File: src/rtl/instruction_fetcher_pkg.sv
// instruction_fetcher_pkg
// Shared constants and types for the instruction fetcher and its cache:
// address/instruction word types, boolean constants, the zero word, cache
// index/tag widths for the default geometry, and the fetcher state type.
package instruction_fetcher_pkg;

  typedef logic [31:0] ADDR_TYPE;
  typedef logic [31:0] INST_TYPE;

  localparam logic     TRUE      = 1'b1;
  localparam logic     FALSE     = 1'b0;
  localparam INST_TYPE ZERO_WORD = '0;

  // Index covers pc[idx_w+1:2]; the tag is everything above it.
  function automatic int unsigned icache_idx_w(input int unsigned lines);
    return $clog2(lines);
  endfunction

  function automatic int unsigned icache_tag_w(input int unsigned lines);
    return 32 - $clog2(lines) - 2;
  endfunction

  localparam int unsigned ICACHE_LINES_DEFAULT = 256;
  localparam int unsigned ICACHE_IDX_W = icache_idx_w(ICACHE_LINES_DEFAULT);
  localparam int unsigned ICACHE_TAG_W = icache_tag_w(ICACHE_LINES_DEFAULT);

  typedef enum logic {
    IDLE,
    WAIT_MEM
  } fetch_state_t;

endpackage

File: src/rtl/instruction_fetcher_icache.sv
// icache
// Direct-mapped, one-word-per-line instruction cache.
//   clk, rst         : clock; synchronous active-high clear of all valid bits
//   rd_idx, rd_tag   : lookup line index and tag (combinational read)
//   hit, rd_data     : lookup result and the stored word
//   wr_en            : write one line (synchronous)
//   wr_idx, wr_tag   : line index and tag being written
//   wr_data          : word being written
module icache
  import instruction_fetcher_pkg::*;
#(
  parameter int unsigned LINES = ICACHE_LINES_DEFAULT
) (
  input  logic                           clk,
  input  logic                           rst,
  input  logic [icache_idx_w(LINES)-1:0] rd_idx,
  input  logic [icache_tag_w(LINES)-1:0] rd_tag,
  output logic                           hit,
  output logic [31:0]                    rd_data,
  input  logic                           wr_en,
  input  logic [icache_idx_w(LINES)-1:0] wr_idx,
  input  logic [icache_tag_w(LINES)-1:0] wr_tag,
  input  logic [31:0]                    wr_data
);

  localparam int unsigned TAG_W = icache_tag_w(LINES);

  logic [LINES-1:0] valid;
  logic [TAG_W-1:0] tag_mem  [LINES];
  INST_TYPE         data_mem [LINES];

  always_ff @(posedge clk) begin
    if (rst) begin
      valid <= '0;
    end else if (wr_en) begin
      valid[wr_idx] <= TRUE;
    end
  end

  // Tag/data storage carries no reset; the valid bits alone qualify it.
  always_ff @(posedge clk) begin
    if (wr_en) begin
      tag_mem[wr_idx]  <= wr_tag;
      data_mem[wr_idx] <= wr_data;
    end
  end

  assign hit     = valid[rd_idx] && (tag_mem[rd_idx] == rd_tag);
  assign rd_data = data_mem[rd_idx];

endmodule

File: src/rtl/instruction_fetcher.sv
// instruction_fetcher
// Fetches instruction words one at a time, either from a small direct-mapped
// cache (one-cycle hit) or from the memory controller through a one-entry
// hold register. At most one memory request is ever outstanding.
// Build option: define ICACHE_EN to include the cache; otherwise every
// lookup misses and each instruction is fetched from memory.
//   clk, rst              : clock; synchronous active-high reset
//   rdy                   : global enable, low freezes all state
//   start_query_signal    : one-cycle fetch request pulse
//   pc_to_mc              : request address
//   finish_query_signal   : one-cycle completion pulse
//   inst_from_mc          : fetched word
//   issue_stall           : downstream full, blocks emission
//   inst_valid            : one-cycle pulse per emitted instruction
//   inst_out, pc_out      : emitted instruction and its address
//   flush, target_pc      : redirect to target_pc, highest priority
module instruction_fetcher
  import instruction_fetcher_pkg::*;
#(
  parameter int unsigned ICACHE_LINES = 256,
  parameter logic [31:0] RESET_PC     = 32'h0
) (
  input  logic        clk,
  input  logic        rst,
  input  logic        rdy,
  output logic        start_query_signal,
  output logic [31:0] pc_to_mc,
  input  logic        finish_query_signal,
  input  logic [31:0] inst_from_mc,
  input  logic        issue_stall,
  output logic        inst_valid,
  output logic [31:0] inst_out,
  output logic [31:0] pc_out,
  input  logic        flush,
  input  logic [31:0] target_pc
);

  if ((ICACHE_LINES < 2) || ((ICACHE_LINES & (ICACHE_LINES - 1)) != 0)) begin : g_lines_check
    $error("ICACHE_LINES must be a power of two of at least 2");
  end

  fetch_state_t state, state_next;
  ADDR_TYPE     pc;
  logic         hold_valid;
  INST_TYPE     hold_inst;

  logic     hit;
  INST_TYPE cache_inst;
  logic     emit_hold, emit_hit, issue_req, accept_fill;

`ifdef ICACHE_EN
  localparam int unsigned IDX_W = icache_idx_w(ICACHE_LINES);

  icache #(
    .LINES(ICACHE_LINES)
  ) u_icache (
    .clk     (clk),
    .rst     (rst),
    .rd_idx  (pc[IDX_W+1:2]),
    .rd_tag  (pc[31:IDX_W+2]),
    .hit     (hit),
    .rd_data (cache_inst),
    .wr_en   (rdy && !rst && accept_fill),
    .wr_idx  (pc[IDX_W+1:2]),
    .wr_tag  (pc[31:IDX_W+2]),
    .wr_data (inst_from_mc)
  );
`else
  assign hit        = FALSE;
  assign cache_inst = ZERO_WORD;
`endif

  // Next state: flush always returns to IDLE; a miss in IDLE issues a request
  // regardless of issue_stall.
  always_comb begin
    state_next = state;
    if (flush) begin
      state_next = IDLE;
    end else begin
      case (state)
        IDLE:     if (!hold_valid && !hit) state_next = WAIT_MEM;
        WAIT_MEM: if (finish_query_signal) state_next = IDLE;
        default:  state_next = IDLE;
      endcase
    end
  end

  // Per-cycle actions; flush suppresses all of them, including a completion
  // arriving in the same cycle.
  always_comb begin
    emit_hold   = FALSE;
    emit_hit    = FALSE;
    issue_req   = FALSE;
    accept_fill = FALSE;
    if (!flush) begin
      case (state)
        IDLE: begin
          if (hold_valid)  emit_hold = !issue_stall;
          else if (hit)    emit_hit  = !issue_stall;
          else             issue_req = TRUE;
        end
        WAIT_MEM: accept_fill = finish_query_signal;
        default: ;
      endcase
    end
  end

  always_ff @(posedge clk) begin
    if (rst) begin
      state              <= IDLE;
      pc                 <= RESET_PC;
      hold_valid         <= FALSE;
      hold_inst          <= ZERO_WORD;
      start_query_signal <= FALSE;
      pc_to_mc           <= ZERO_WORD;
      inst_valid         <= FALSE;
      inst_out           <= ZERO_WORD;
      pc_out             <= ZERO_WORD;
    end else if (!rdy) begin
      start_query_signal <= FALSE;
      inst_valid         <= FALSE;
    end else begin
      state              <= state_next;
      start_query_signal <= issue_req;
      inst_valid         <= emit_hold || emit_hit;
      if (issue_req) pc_to_mc <= pc;
      if (emit_hold || emit_hit) begin
        inst_out <= emit_hold ? hold_inst : cache_inst;
        pc_out   <= pc;
        pc       <= pc + 32'd4;
      end
      if (flush) begin
        pc         <= target_pc;
        hold_valid <= FALSE;
      end else if (emit_hold) begin
        hold_valid <= FALSE;
      end else if (accept_fill) begin
        hold_valid <= TRUE;
        hold_inst  <= inst_from_mc;
      end
    end
  end

endmodule

File: config.mk
export PLATFORM = sky130hd
export DESIGN_NAME = instruction_fetcher
export DESIGN_NICKNAME = d
export VERILOG_FILES = /design/src/rtl/instruction_fetcher_pkg.sv /design/src/rtl/instruction_fetcher_icache.sv /design/src/rtl/instruction_fetcher.sv
export SDC_FILE = /design/constraint.sdc
export NUM_CORES = 1
export LEC_CHECK = 0
export BUFFER_PORTS_ARGS = -buffer_cell sky130_fd_sc_hd__buf_2
export CORE_ASPECT_RATIO = 0.7
export CORE_MARGIN = 2
export CORE_UTILIZATION = 44
export DETAILED_ROUTE_END_ITERATION = 7
export PLACE_DENSITY_LB_ADDON = 0.12
export SLEW_MARGIN = 20
export SYNTH_ARGS = -nofsm -noshare
export SYNTH_HDL_FRONTEND = slang
export SYNTH_SLANG_ARGS = --single-unit
File: constraint.sdc
create_clock -name clk -period 5.4 [get_ports clk]
set_clock_uncertainty 0.15 [all_clocks]
set_input_delay 0.27 -clock clk [delete_from_list [all_inputs] [get_ports clk]]
set_output_delay 0.27 -clock clk [all_outputs]
set_load 0.1 [all_outputs]
==> results.toml <==
[sta]
setup_viol = 0
fmax_mhz = 370
tightest_slew_ns = 1.10
min_period_ns = 2.70
slew_headroom_pct = 26.4
finalHoldViolCount = 0
rsz0062_at_grt = "false"
finalMaxSlewViolations = 0
whs_ns = 0.0133
fin_crit_sh_pct = 50.1
finalSetupTns_ns = 0

[pwr]
combPwrFrac_pct = 6.7
p_int_mw = 1.95
net-switching-power_mw = 0.646
p_per_area_nw_per_um2 = 312
power.leakage_nw = 3.19
ir_drop_mv = 0.228
switching_share_pct = 24.9
sequentialPowerShare_pct = 48.4
clkPwrFrac_pct = 44.9

[drt]
viasPerCell = 5.26
finalWirelength_mm = 18.8
antenna_left = 0
first_pass_iters = 7
vias = 6401
wl_per_cell_um = 15.5
drt-initial-drc-count = 497
drc_errors = 0

[clocking]
clk_latency_ns = 0.42
h-tree-depth = 4
postCtsSetupBuffers = 0
cts_buffer_depth = 2
cts-root-buf = "clkbuf_16"
cts.clk_slew.worst_paths_ns = 0.07
cts.sinks = 164
numCtsBuffers = 17
ctsHoldBuffers = 35
cts_tree = "done"
postCtsResizedCells = 0

[die]
die_w_um = 149
io-pin-count = 168
start_util_pct = 44.7
core_area_um2 = 14600
die_y_um = 106
row_count = 37
die_area_um2 = 15800

[setup_path]
r2r_slack_ns = 2.70
crit_fanout = 38
path_class = "register to register"
cp.arrival_ns = 2.92
worstPathRequired_ns = 5.61
start_kind = "register"
end_kind = "register"

[layout]
area_growth_pct = 27.5
drive_gt1_share_pct = 20.7
final_util_pct = 57.0
layout.nets = 1079
fill_cells = 1443

[synthesis]
ys.flop_type = "dfxtp_1"
syn_inst = 849
synth_edf_count = 0
yosysWarnings = 0
syn_nets = 920
synthTopCellsByArea = "dfxtp_1, nand2_1, a21oi_1, clkbuf_1, o21ai_0"
synth_area_um2 = 6520
yosys.area.top_type = "dfxtp_1"
synth_top_area_share_pct = 50.4
synth.ff_latch_count = 164
syn-mean-instance-area_um2 = 7.68
synth-async-reset-ratio_pct = 0
synth_cell_types = 49
ys_seq_area_share_pct = 50.4

[worst_hold_path]
hp-class = "input port to register"

[global_routing]
grt_pass1_vias = 5466
grt_max_degree = 105
antenna_found_initial = 2
grt_util_all_layers_pct = 23.3
grt_pass1_wl_mm = 29.3
grt_overflow_total = 0

[flow_run]
cap_viol_max_count = 0

[placement]
place.gp.congestion = 0.846
dp_hpwl_mm = 12.3
port-buffer-count = 167

[status]
status = "completed"
[power by group through the flow]
stage	registers (mW)	clock network (mW)	logic, mW
final	1.25	1.16	0.174
after global placement	1.28	0	0.153
after floorplan	1.30	0	0.0806
after detailed placement	1.28	0	0.153
after CTS	1.25	1.18	0.173
after global routing	1.26	1.24	0.188
[final timing paths]
| kind | start | to | cells after the start |
|---|---|---|---|
| setup reg to reg | state | pc[24] | 6 |
| setup / recovery | state | pc[24] | 6 |
| hold reg to reg | hold_inst[14] | inst_out[14] | 2 |
| hold / removal | target_pc[27] | pc[27] | 3 |
[cells in the mapped netlist (2+ instances only)]
| master | instances |
|---|---|
| o21ai_0 | 22 |
| and2_1 | 4 |
| dfxtp_1 | 164 |
| nor3b_1 | 2 |
| a211oi_1 | 4 |
| buf_2 | 10 |
| a21o_1 | 2 |
| and3_1 | 4 |
| buf_4 | 2 |
| xnor2_1 | 3 |
| and4_1 | 7 |
| clkbuf_2 | 3 |
| o41ai_1 | 4 |
| o31a_1 | 4 |
| nor3_1 | 6 |
| nand4_1 | 11 |
| o22ai_1 | 6 |
| a21oi_1 | 155 |
| nor4_1 | 9 |
| mux2i_1 | 2 |
| nand2b_1 | 2 |
| a311o_1 | 2 |
| a31oi_1 | 5 |
| nor2_1 | 17 |
| nand2_1 | 290 |
| or3_1 | 5 |
| a22o_1 | 3 |
| clkbuf_1 | 54 |
| inv_1 | 3 |
| a22oi_1 | 13 |
| nand3_1 | 13 |
[registers in the layout, summed over array words and instances (netlist names)]
signal / cells
pc: 32
inst_valid: 1
inst_out: 32
hold_valid: 1
pc_out: 32
pc_to_mc: 32
state: 1
hold_inst: 32
start_query_signal: 1
[worst max-delay path, stage by stage (launching register included)]
cell	delay (ns)
dfxtp_1	0.37
or3b_1	0.46
nor2_4	0.77
buf_4	0.47
o21ai_0	0.14
a21oi_1	0.15
o21ba_2	0.15
[layer usage]
layer  wire length, µm  track usage (%)
met3              1440             5.11
met4               169             6.26
met2              7750             32.2
met1              9450             36.1
met5                13                0
[stage by stage]
stage / total power, mW / cells / worst slack, ns / instance area, µm²
after floorplan: 1.38 / 849 / 3.31 / 6520
after global placement: 1.43 / 1149 / 2.56 / 7390
after detailed placement: 1.43 / 1149 / 2.54 / 7390
after CTS: 2.61 / 1216 / 2.67 / 8310
after global routing: 2.68 / 1217 / 2.47 / 8310
final: 2.59 / 1217 / 2.70 / 8310
[cell type report]
cell class | instances | area (µm²) | area share (%)
Multi-Input combinational cell | 611 | 2950 | 35.5
Clock buffer | 20 | 447 | 5.37
Clock inverter | 12 | 123 | 1.48
Inverter | 4 | 15.0 | 0.181
Antenna cell | 1 | 2.50 | 0.0301
Tap cell | 195 | 244 | 2.94
Sequential cell | 164 | 3280 | 39.5
Timing Repair Buffer | 210 | 1250 | 15.0
[cell usage in the layout (no fill, tap or decap), types with 6 or more instances in the layout]
| master | count |
|---|---|
| dfxtp_1 | 164 |
| buf_2 | 166 |
| nand3_1 | 13 |
| o21ai_0 | 22 |
| clkbuf_16 | 17 |
| nor2_1 | 17 |
| nor4_1 | 9 |
| buf_4 | 9 |
| nand2_1 | 289 |
| a22oi_1 | 13 |
| and4_1 | 7 |
| a21oi_1 | 155 |
| nand4_1 | 11 |
| dlygate4sd3_1 | 35 |
| o22ai_1 | 6 |
[logic make-up after synthesis]
| family | count (synthesis) | share of synthesized area (%) |
|---|---|---|
| XOR/XNOR | 4 | 0.537 |
| AND/OR/NAND/NOR | 376 | 24.3 |
| multiplexers | 3 | 0.480 |
| buffers and inverters | 74 | 4.62 |
| AO/OA/AOI/OAI | 227 | 19.5 |
| flip-flops | 164 | 50.4 |
| adder cells (fa/ha/maj) | 1 | 0.192 |
(Power assumes the default switching activity.)
